File: config.mk
export PLATFORM = sky130hd
export DESIGN_NAME = uart_tx_mmio
export DESIGN_NICKNAME = d
export VERILOG_FILES = /design/src/rtl/uart_tx_mmio_pkg.sv /design/src/rtl/uart_tx_mmio_sync_fifo.sv /design/src/rtl/uart_tx_mmio.sv
export SDC_FILE = /design/constraint.sdc
export NUM_CORES = 1
export LEC_CHECK = 0
export BUFFER_PORTS_ARGS = -buffer_cell sky130_fd_sc_hd__clkbuf_2
export CAP_MARGIN = 20
export CORE_ASPECT_RATIO = 1.25
export CORE_MARGIN = 2
export CORE_UTILIZATION = 48
export CTS_BUF_LIST = sky130_fd_sc_hd__clkbuf_4
export CTS_CLUSTER_DIAMETER = 150
export DETAILED_ROUTE_END_ITERATION = 8
export PLACE_DENSITY = 0.7
export SLEW_MARGIN = 10
export SYNTH_ARGS = -nofsm -noshare
export SYNTH_HDL_FRONTEND = slang
export SYNTH_SLANG_ARGS = --single-unit
File: constraint.sdc
create_clock -name clk -period 5.27 [get_ports clk]
set_clock_uncertainty 0.05 [all_clocks]
set_input_delay 0.527 -clock clk [delete_from_list [all_inputs] [get_ports clk]]
set_output_delay 0.527 -clock clk [all_outputs]
set_load 0.02 [all_outputs]
File: src/rtl/uart_tx_mmio_pkg.sv
// Shared constants for the memory-mapped UART transmitter:
// register indices, STATUS bit positions, serialiser states.
package uart_tx_mmio_pkg;

    localparam logic [1:0] REG_DATA   = 2'd0;
    localparam logic [1:0] REG_STATUS = 2'd1;
    localparam logic [1:0] REG_DIV    = 2'd2;

    localparam int ST_BUSY    = 0;
    localparam int ST_FULL    = 1;
    localparam int ST_EMPTY   = 2;
    localparam int ST_OVF     = 3;
    localparam int ST_CNT_LSB = 4;

    localparam logic [1:0] S_IDLE  = 2'd0;
    localparam logic [1:0] S_START = 2'd1;
    localparam logic [1:0] S_DATA  = 2'd2;
    localparam logic [1:0] S_STOP  = 2'd3;

    // A divisor of 0 would stall the bit timer, so it runs as 1.
    function automatic logic [15:0] eff_div_of(input logic [15:0] d);
        return (d == 16'd0) ? 16'd1 : d;
    endfunction

endpackage

File: src/rtl/uart_tx_mmio_sync_fifo.sv
// Synchronous circular-buffer FIFO.
// Ports: clk, reset (sync, high), push/din, pop/dout, full, empty, count.
module sync_fifo #(
    parameter int DEPTH = 8,
    parameter int WIDTH = 8
) (
    input  logic                     clk,
    input  logic                     reset,
    input  logic                     push,
    input  logic                     pop,
    input  logic [WIDTH-1:0]         din,
    output logic [WIDTH-1:0]         dout,
    output logic                     full,
    output logic                     empty,
    output logic [$clog2(DEPTH):0]   count
);

    localparam int AW = $clog2(DEPTH);

    logic [WIDTH-1:0] mem [DEPTH];
    logic [AW-1:0]    wr_ptr;
    logic [AW-1:0]    rd_ptr;
    logic             do_pop;
    logic             do_push;

    assign full  = (count == (AW+1)'(DEPTH));
    assign empty = (count == '0);
    assign dout  = mem[rd_ptr];

    // A pop in the same cycle frees a slot, so a push into a full FIFO
    // is still accepted then.
    assign do_pop  = pop && !empty;
    assign do_push = push && (!full || do_pop);

    always_ff @(posedge clk) begin
        if (reset) begin
            wr_ptr <= '0;
            rd_ptr <= '0;
            count  <= '0;
        end else begin
            if (do_push) wr_ptr <= wr_ptr + AW'(1);
            if (do_pop)  rd_ptr <= rd_ptr + AW'(1);
            if (do_push && !do_pop)
                count <= count + (AW+1)'(1);
            else if (do_pop && !do_push)
                count <= count - (AW+1)'(1);
        end
    end

    always_ff @(posedge clk) begin
        if (do_push) mem[wr_ptr] <= din;
    end

endmodule

File: src/rtl/uart_tx_mmio.sv
// Memory-mapped 8N1 UART transmitter: DATA/STATUS/DIVISOR registers.
// Ports: clk, reset, sel/addr/re/we/wdata/rdata bus, tx serial out.
module uart_tx_mmio
    import uart_tx_mmio_pkg::*;
#(
    parameter int          FIFO_DEPTH = 8,
    parameter logic [15:0] DIV_RESET  = 16'd104
) (
    input  logic        clk,
    input  logic        reset,
    input  logic        sel,
    input  logic [29:0] addr,
    input  logic        re,
    input  logic [3:0]  we,
    input  logic [31:0] wdata,
    output logic [31:0] rdata,
    output logic        tx
);

    localparam int CW = $clog2(FIFO_DEPTH) + 1;

    logic [1:0]    idx;
    logic          wr_data;
    logic          rd_status;
    logic [15:0]   divisor;
    logic          ovf;
    logic          ovf_set;
    logic [31:0]   status;
    logic [31:0]   cnt_w;
    logic [3:0]    cnt_sat;

    logic          full;
    logic          empty;
    logic [CW-1:0] count;
    logic [7:0]    dout;
    logic          pop;

    logic [1:0]    state;
    logic [7:0]    shift;
    logic [15:0]   eff_div;
    logic [15:0]   cnt;
    logic [2:0]    bit_idx;
    logic          bit_end;

    logic          unused;
    assign unused = ^{addr[29:2], we[3:2], wdata[31:16]};

    assign idx       = addr[1:0];
    assign wr_data   = sel && we[0] && (idx == REG_DATA);
    assign rd_status = sel && re && (idx == REG_STATUS);

    sync_fifo #(
        .DEPTH (FIFO_DEPTH),
        .WIDTH (8)
    ) u_fifo (
        .clk   (clk),
        .reset (reset),
        .push  (wr_data),
        .pop   (pop),
        .din   (wdata[7:0]),
        .dout  (dout),
        .full  (full),
        .empty (empty),
        .count (count)
    );

    assign ovf_set = wr_data && full && !pop;

    assign cnt_w   = 32'(count);
    assign cnt_sat = (cnt_w > 32'd15) ? 4'hF : cnt_w[3:0];

    always_comb begin
        status                     = '0;
        status[ST_BUSY]            = (state != S_IDLE);
        status[ST_FULL]            = full;
        status[ST_EMPTY]           = empty;
        status[ST_OVF]             = ovf;
        status[ST_CNT_LSB +: 4]    = cnt_sat;
    end

    always_ff @(posedge clk) begin
        if (reset) begin
            rdata   <= '0;
            ovf     <= 1'b0;
            divisor <= DIV_RESET;
        end else begin
            if (sel && re) begin
                unique case (idx)
                    REG_STATUS: rdata <= status;
                    REG_DIV:    rdata <= {16'b0, divisor};
                    default:    rdata <= '0;
                endcase
            end
            // A fresh overflow outranks the clear-on-read.
            if (ovf_set)        ovf <= 1'b1;
            else if (rd_status) ovf <= 1'b0;
            if (sel && idx == REG_DIV) begin
                if (we[0]) divisor[7:0]  <= wdata[7:0];
                if (we[1]) divisor[15:8] <= wdata[15:8];
            end
        end
    end

    assign bit_end = (cnt == eff_div - 16'd1);

    always_comb begin
        pop = 1'b0;
        if (state == S_IDLE)
            pop = !empty;
        else if (state == S_STOP && bit_end)
            pop = !empty;
    end

    // tx is registered alongside the state so it changes on the same
    // edge as each transition, glitch-free.
    always_ff @(posedge clk) begin
        if (reset) begin
            state   <= S_IDLE;
            tx      <= 1'b1;
            shift   <= '0;
            eff_div <= 16'd1;
            cnt     <= '0;
            bit_idx <= '0;
        end else begin
            unique case (state)
                S_IDLE: begin
                    tx <= 1'b1;
                    if (pop) begin
                        shift   <= dout;
                        eff_div <= eff_div_of(divisor);
                        cnt     <= '0;
                        state   <= S_START;
                        tx      <= 1'b0;
                    end
                end
                S_START: begin
                    if (bit_end) begin
                        cnt     <= '0;
                        bit_idx <= '0;
                        state   <= S_DATA;
                        tx      <= shift[0];
                    end else begin
                        cnt <= cnt + 16'd1;
                    end
                end
                S_DATA: begin
                    if (bit_end) begin
                        cnt   <= '0;
                        shift <= shift >> 1;
                        if (bit_idx == 3'd7) begin
                            state <= S_STOP;
                            tx    <= 1'b1;
                        end else begin
                            bit_idx <= bit_idx + 3'd1;
                            tx      <= shift[1];
                        end
                    end else begin
                        cnt <= cnt + 16'd1;
                    end
                end
                S_STOP: begin
                    if (bit_end) begin
                        cnt <= '0;
                        if (pop) begin
                            shift   <= dout;
                            eff_div <= eff_div_of(divisor);
                            state   <= S_START;
                            tx      <= 1'b0;
                        end else begin
                            state <= S_IDLE;
                            tx    <= 1'b1;
                        end
                    end else begin
                        cnt <= cnt + 16'd1;
                    end
                end
                default: begin
                    state <= S_IDLE;
                    tx    <= 1'b1;
                end
            endcase
        end
    end

endmodule

=== Yosys cells after proc, flatten, opt, wreduce, memory -nomap -nowiden ===
Memories as Yosys holds them, arrays and structs flattened. A register that Yosys moved wholly into a read port is not among the register bits.
Cells that the tools add are included.

* Add/sub/neg operators: 7
* $lt $le $gt $ge: 1
* Equal/unequal tests: 14
* Multiplexer cells: 40
* Reduce and logical (&&, ||, !) cells: 36

{| class="wikitable"
|+ Operators by type and width
! kind !! count
|-
| $pmux W16 S2 || 3
|-
| $mux W16 || 5
|-
| $mux W8 || 3
|-
| $pmux W8 S3 || 1
|-
| $add A16 B1 Y16 const B || 1
|-
| $eq A16 B16 Y1 || 1
|-
| $logic_not A16 Y1 || 1
|-
| $sub A16 B1 Y16 const B || 1
|-
| $mux W3 || 5
|-
| $logic_and A1 B1 Y1 || 12
|-
| $mux W1 || 12
|-
| $mux W4 || 3
|-
| $ne A2 B2 Y1 const B || 6
|-
| $mux W2 || 5
|-
| $reduce_bool A2 Y1 || 5
|-
| $add A3 B1 Y3 const B || 3
|-
| $pmux W2 S4 || 1
|-
| $eq A2 B2 Y1 const B || 3
|-
| $pmux W3 S2 || 1
|-
| $reduce_and A2 Y1 || 3
|-
| $reduce_and A3 Y1 || 2
|-
| $logic_not A1 Y1 || 5
|-
| $reduce_and A5 Y1 || 1
|-
| $add A4 B1 Y4 const B || 1
|-
| other kinds (12) || 14
|}

* Register bits after elaboration: 105
* RAM bits: 64
* Input port bits: 70
* Word-level logic and storage cells: 112
* Memories kept: 1

{| class="wikitable"
|+ Memory list
! name !! depth !! bits a word !! read ports !! clocked after memory_dff !! write ports !! RTL line !! RTL
|-
| u_fifo.mem || 8 || 8 || 1 || 1 || 1 || uart_tx_mmio_sync_fifo.sv:20 || <nowiki>logic [WIDTH-1:0] mem [DEPTH];</nowiki>
|}

=== Longest topological paths before layout ===
* Depth after elaboration: 12
* Mapped depth: 19
* Depth with buffers taken out: 19

=== Hierarchy ===
From an unflattened synthesis, not the netlist that was laid out.

* Cell total of the unflattened synthesis: 668
* Area total of the unflattened synthesis: 7,393.3 µm²

{| class="wikitable"
|+ By module, submodules not included
! module !! instances !! cells each !! area an instance (µm²) !! seq. area each (µm²)
|-
| uart_tx_mmio || 1 || 503 || 4,322.9 || 1,581.5
|-
| sync_fifo || 1 || 165 || 3,070.4 || 2,182.1
|}

=== Worst setup path before layout ===
OpenSTA, ideal clock, no wires.

* Path type: reg2reg
* Start point: reg eff_div[0]
* End point: reg u_fifo.count[3]
* Setup time: 0.070 ns
* Arrival time: 3.796 ns
* Data required time: 5.150 ns
* Path slack: 1.353 ns
* Stages on the path, launching flop included: 19
* Buffers on the path: 1
* Clock period less this slack: 3.917 ns
* Cell sequence: dfxtp_1 inv_1 ha_1 or4b_1 mux2i_1 o22a_1 a211o_1 nor4_4 a21oi_1 or2_1 clkbuf_1 ha_1 inv_1 ha_1 a21o_1 a21oi_1 xnor2_1 or3_1 a21oi_1

* Longest elaborated chain between the ends: 11
* Elaborated cells on any way between the ends: 14
* Classes of those cells: add/sub: 1; eq/ne: 1; mux: 3; reduce/logical: 9

{| class="wikitable"
|+ Ends and longest elaborated chain
! item !! RTL line !! RTL
|-
| start: declaration || uart_tx_mmio.sv:40 || <nowiki>logic [15:0] eff_div;</nowiki>
|-
| start signal: assignment || uart_tx_mmio.sv:130 || <nowiki>eff_div <= eff_div_of(divisor);</nowiki>
|-
| start signal: assignment || uart_tx_mmio.sv:166 || <nowiki>eff_div <= eff_div_of(divisor);</nowiki>
|-
| $sub A16 B1 Y16 * || uart_tx_mmio.sv:104 || <nowiki>assign bit_end = (cnt == eff_div - 16'd1);</nowiki>
|-
| $eq A16 B16 Y1 * || uart_tx_mmio.sv:104 ||
|-
| $logic_and A1 B1 Y1 * || uart_tx_mmio.sv:110 || <nowiki>else if (state == S_STOP && bit_end)</nowiki>
|-
| $mux W1 * || uart_tx_mmio.sv:110 ||
|-
| $mux W1 * || uart_tx_mmio.sv:108 || <nowiki>if (state == S_IDLE)</nowiki>
|-
| $logic_and A1 B1 Y1 * || uart_tx_mmio_sync_fifo.sv:32 || <nowiki>assign do_pop = pop && !empty;</nowiki>
|-
| $logic_or A1 B1 Y1 || uart_tx_mmio_sync_fifo.sv:33 || <nowiki>assign do_push = push && (!full || do_pop);</nowiki>
|-
| $logic_and A1 B1 Y1 || uart_tx_mmio_sync_fifo.sv:33 ||
|-
| $logic_not A1 Y1 || uart_tx_mmio_sync_fifo.sv:45 || <nowiki>else if (do_pop && !do_push)</nowiki>
|-
| $logic_and A1 B1 Y1 || uart_tx_mmio_sync_fifo.sv:45 ||
|-
| $reduce_bool A2 Y1 (no source line) || -- ||
|-
| end signal: assignment || uart_tx_mmio_sync_fifo.sv:44 || <nowiki>count <= count + (AW+1)'(1);</nowiki>
|-
| end signal: assignment || uart_tx_mmio_sync_fifo.sv:46 || <nowiki>count <= count - (AW+1)'(1);</nowiki>
|-
| end: declaration || uart_tx_mmio_sync_fifo.sv:15 || <nowiki>output logic [$clog2(DEPTH):0] count</nowiki>
|}

Mark *: on every way between the ends. The rest lies on a longest branch, timed or not.
A chain may end at the register's enable or synchronous reset.

=== Final worst setup path ===
* Start point: reg eff_div[0]
* End point: reg u_fifo.count[3]

* Longest elaborated chain between the ends: 11
* Elaborated cells on any way between the ends: 14
* Classes of those cells: add/sub: 1; eq/ne: 1; mux: 3; reduce/logical: 9

{| class="wikitable"
|+ Ends and longest elaborated chain
! item !! RTL line !! RTL
|-
| $sub A16 B1 Y16 * || uart_tx_mmio.sv:104 ||
|-
| $eq A16 B16 Y1 * || uart_tx_mmio.sv:104 ||
|-
| $logic_and A1 B1 Y1 * || uart_tx_mmio.sv:110 ||
|-
| $mux W1 * || uart_tx_mmio.sv:110 ||
|-
| $mux W1 * || uart_tx_mmio.sv:108 ||
|-
| $logic_and A1 B1 Y1 * || uart_tx_mmio_sync_fifo.sv:32 ||
|-
| $logic_or A1 B1 Y1 * || uart_tx_mmio_sync_fifo.sv:33 ||
|-
| $logic_and A1 B1 Y1 * || uart_tx_mmio_sync_fifo.sv:33 ||
|-
| via u_fifo.do_push || uart_tx_mmio_sync_fifo.sv:24 || <nowiki>logic do_push;</nowiki>
|-
| $logic_not A1 Y1 || uart_tx_mmio_sync_fifo.sv:45 ||
|-
| $logic_and A1 B1 Y1 || uart_tx_mmio_sync_fifo.sv:45 ||
|-
| $reduce_bool A2 Y1 (no source line) || -- ||
|}

Mark *: on every way through the listed nets, which the timed path passes. The rest lies on a longest branch.

==> impl_metrics.tcl <==
set metrics [dict create \
    startpoint "eff_div[0]$_SDFFE_PP1P_" \
    grt_max_degree 59 \
    die_height_um 141 \
    fin_tns_setup_ns 0 \
    post_cts_buffers 0 \
    vias 5048 \
    status "finished clean" \
    path_class "register to register" \
    hp-class "primary input to register" \
    final_nets 785 \
    die_w_um 114 \
    grt_pass1_vias 5002 \
    die-area_sq_um 16000 \
    max_cap_viol_count 0 \
    yosys.area.top_type "edfxtp_1" \
    dp_hpwl_um 10600 \
    ys_top_cells_by_area "edfxtp_1 (27%), dfxtp_1 (26%), mux2i_1 (6.4%)" \
    first_pass_iters 5 \
    layout-drive-gt1-share_pct 15.6 \
    synth_edf_count 64 \
    nFillCells 1287 \
    h-tree-depth 4 \
    ys_ff_latch 156 \
    r2r-start "eff_div[0]$_SDFFE_PP1P_" \
    yosysTopAreaCellShare_pct 26.7 \
    wl_per_cell_um 16.5 \
    period_share_pct 82.0 \
    syn2layout_area_growth_pct 8.46 \
    synthesis.instances 661 \
    globalplace.congestion 0.891 \
    core_area_sq_um 14800 \
    cts_buffers 17 \
    grt_overflow 0 \
    cp_slowest_stage_delay_ns 0.50 \
    path_buf_inv 3 \
    synth.avg_cell_area_sq_um 10.9 \
    drc 0 \
    cp-end-kind "register" \
    comb_power_share_pct 32.6 \
    min_period_ns 4.32 \
    yosys_most_used_dff "dfxtp_1" \
    fmax_mhz 232 \
    p_clk_share_pct 22.5 \
    clk_path_buf_depth 2 \
    setup_viol 0 \
    worst_ep_required_time_ns 5.71 \
    synth_warnings 0 \
    swShare_pct 36.6 \
    cts_tree "yes" \
    ys_seq_area_share_pct 52.2 \
    peakVddDrop_uv 323 \
    final_common_cell "dfxtp_1" \
    final_area_sq_um 7810 \
    core.rowCount 50 \
    syn_area_sq_um 7200 \
    routed_wl_um 14700 \
    final_max_slew_viol_count 0 \
    insertion_delay_ns 0.55 \
    yosys.cell_types.count 64 \
    p_int_mw 2.08 \
    crit_slowest_cell "nor4b_2" \
    ant_nets 0 \
    hold_viol 0 \
    grt_first_pass_wirelength_um 24500 \
    power_density_nw_per_um2 420 \
    worstMarginPinSlew_ns 0.817 \
    p_leak_nw 2.94 \
    clk_pin_slew_ns 0.15 \
    synth_async_sr_flop_share_pct 0 \
    power_mw 3.28 \
    crit_arrival_ns 4.76 \
    rsz0062_at_grt "false" \
    critPathLaunchType "register" \
    pin_count 103 \
    critical_path.cell_chain "inv_1 > ha_1 > nor4b_2 > nand4b_1 > xnor2_1 > o2111ai_1 > nor4_4 > a21oi_1 > nand3_1 > nand2b_2 > inv_2 > ha_1 > inv_1 > ha_1 > a21o_1 > a21oi_1 > xnor2_1 > or3_1 > a21oi_1" \
    cts-root-buf "clkbuf_4" \
    worstPathMaxFanout 6 \
    clock_sink_count 156 \
    postPlaceCellArea_sq_um 7500 \
    pwr-share-seq_pct 44.9 \
    drt_iter0_drc 360 \
    relSlewSlack_pct 45.3 \
    post_cts_resized 0 \
    layout_common_cells "dfxtp_1 (92), nor2_1 (70), edfxtp_1 (64)" \
    hold_path_startpoint "wdata[13]" \
    initial_core_util_pct 48.6 \
    cts_hold_buf 0 \
    antenna_found_initial 1 \
    vias_per_cell 5.65 \
    crit_family "simple AND/OR/NAND/NOR gates" \
    track_usage_pct 19.5 \
    power_switching_mw 1.20 \
    port-buffer-count 40 \
]
## kinds of logic (layout without fill, tap and decap cells)
kind of cell	count (synthesis)	count (layout)	share of synthesized area, %
other cells	1	17	0.0521
compound gates	108	108	9.62
xor+xnor	28	28	3.40
simple gates	228	228	15.9
fa+ha+maj	18	18	3.23
flops	156	156	52.2
mux	62	62	11.4
buf+inv	60	94	4.19
## final cells by class
| cell class | instances | area, sq um | share of cell area, % |
|---|---|---|---|
| diodes | 1 | 2.50 | 0.0320 |
| clock buffers | 17 | 128 | 1.63 |
| clock inverters | 15 | 169 | 2.16 |
| inverters | 12 | 45.0 | 0.576 |
| multi-input cells | 460 | 3200 | 40.9 |
| flip-flops and latches | 156 | 3760 | 48.2 |
| well taps | 182 | 228 | 2.91 |
| repair buffers | 50 | 283 | 3.62 |
## per-stage QoR
stage	util [%]	cells	hold slack [ns]	setup slack, ns
floorplan	-	676	0.399	1.35
global placement	50.6	859	0.392	1.03
detailed placement	50.6	859	0.397	0.974
CTS	52.6	891	0.0969	0.930
global route	52.7	893	0.120	0.545
finish	52.7	893	0.147	0.950
## metal layers
metal	up-vias	GRT usage [%]	wire (um)
met5	-	0	0
met4	0	7.06	242
met3	19	3.70	413
met2	98	35.3	8000
met1	2467	22.8	6090
li1	2464	-	-
## path summary, 6_finish.rpt
path	endpoint	slack, ns	cells past startpoint
setup / recovery	u_fifo.count[3]$_SDFFE_PP0P_	0.95	19
setup reg to reg	u_fifo.count[3]$_SDFFE_PP0P_	0.95	19
hold / removal	divisor[13]$_SDFFE_PP0P_	0.15	3
hold reg to reg	rdata[15]$_SDFFE_PP0P_	0.41	2
## power by group through the flow
stage	combinational, mW	sequential, mW	clock [mW]
2_1_floorplan	0.923	1.44	0
3_3_place_gp	1.01	1.51	0
3_5_place_dp	1.04	1.52	0
4_1_cts	1.05	1.49	0.763
5_1_grt	1.19	1.49	0.803
6_report	1.07	1.47	0.739
## synth_stat cells, drive strengths merged (4+ instances only)
cell,n
o21ai,27
mux2i,46
edfxtp,64
a31oi,4
mux4,16
inv,11
nand3,22
a21oi,40
nor3,18
a22oi,10
a22o,6
nand2,59
ha,17
nand3b,12
buf,23
clkbuf,25
dfxtp,92
nor2,71
xnor2,20
xor2,8
nor4,8
and3,15
## worst min-delay path: cells and delay by family
kind | cells | cell delay, ns
multiplexers | 1 | 0.05
buffers and inverters | 1 | 0.07
AND/OR/NAND/NOR | 1 | 0.07
## registers in the layout, indices dropped and copies added, names as in the netlist, named ones only
signal         cells
rdata             16
bit_idx            3
state              2
u_fifo.mem        64
shift              8
u_fifo.rd_ptr      3
tx                 1
ovf                1
u_fifo.wr_ptr      3
divisor           16
eff_div           16
u_fifo.count       4
cnt               16
No activity file was read; power rests on OpenSTA's default activity.
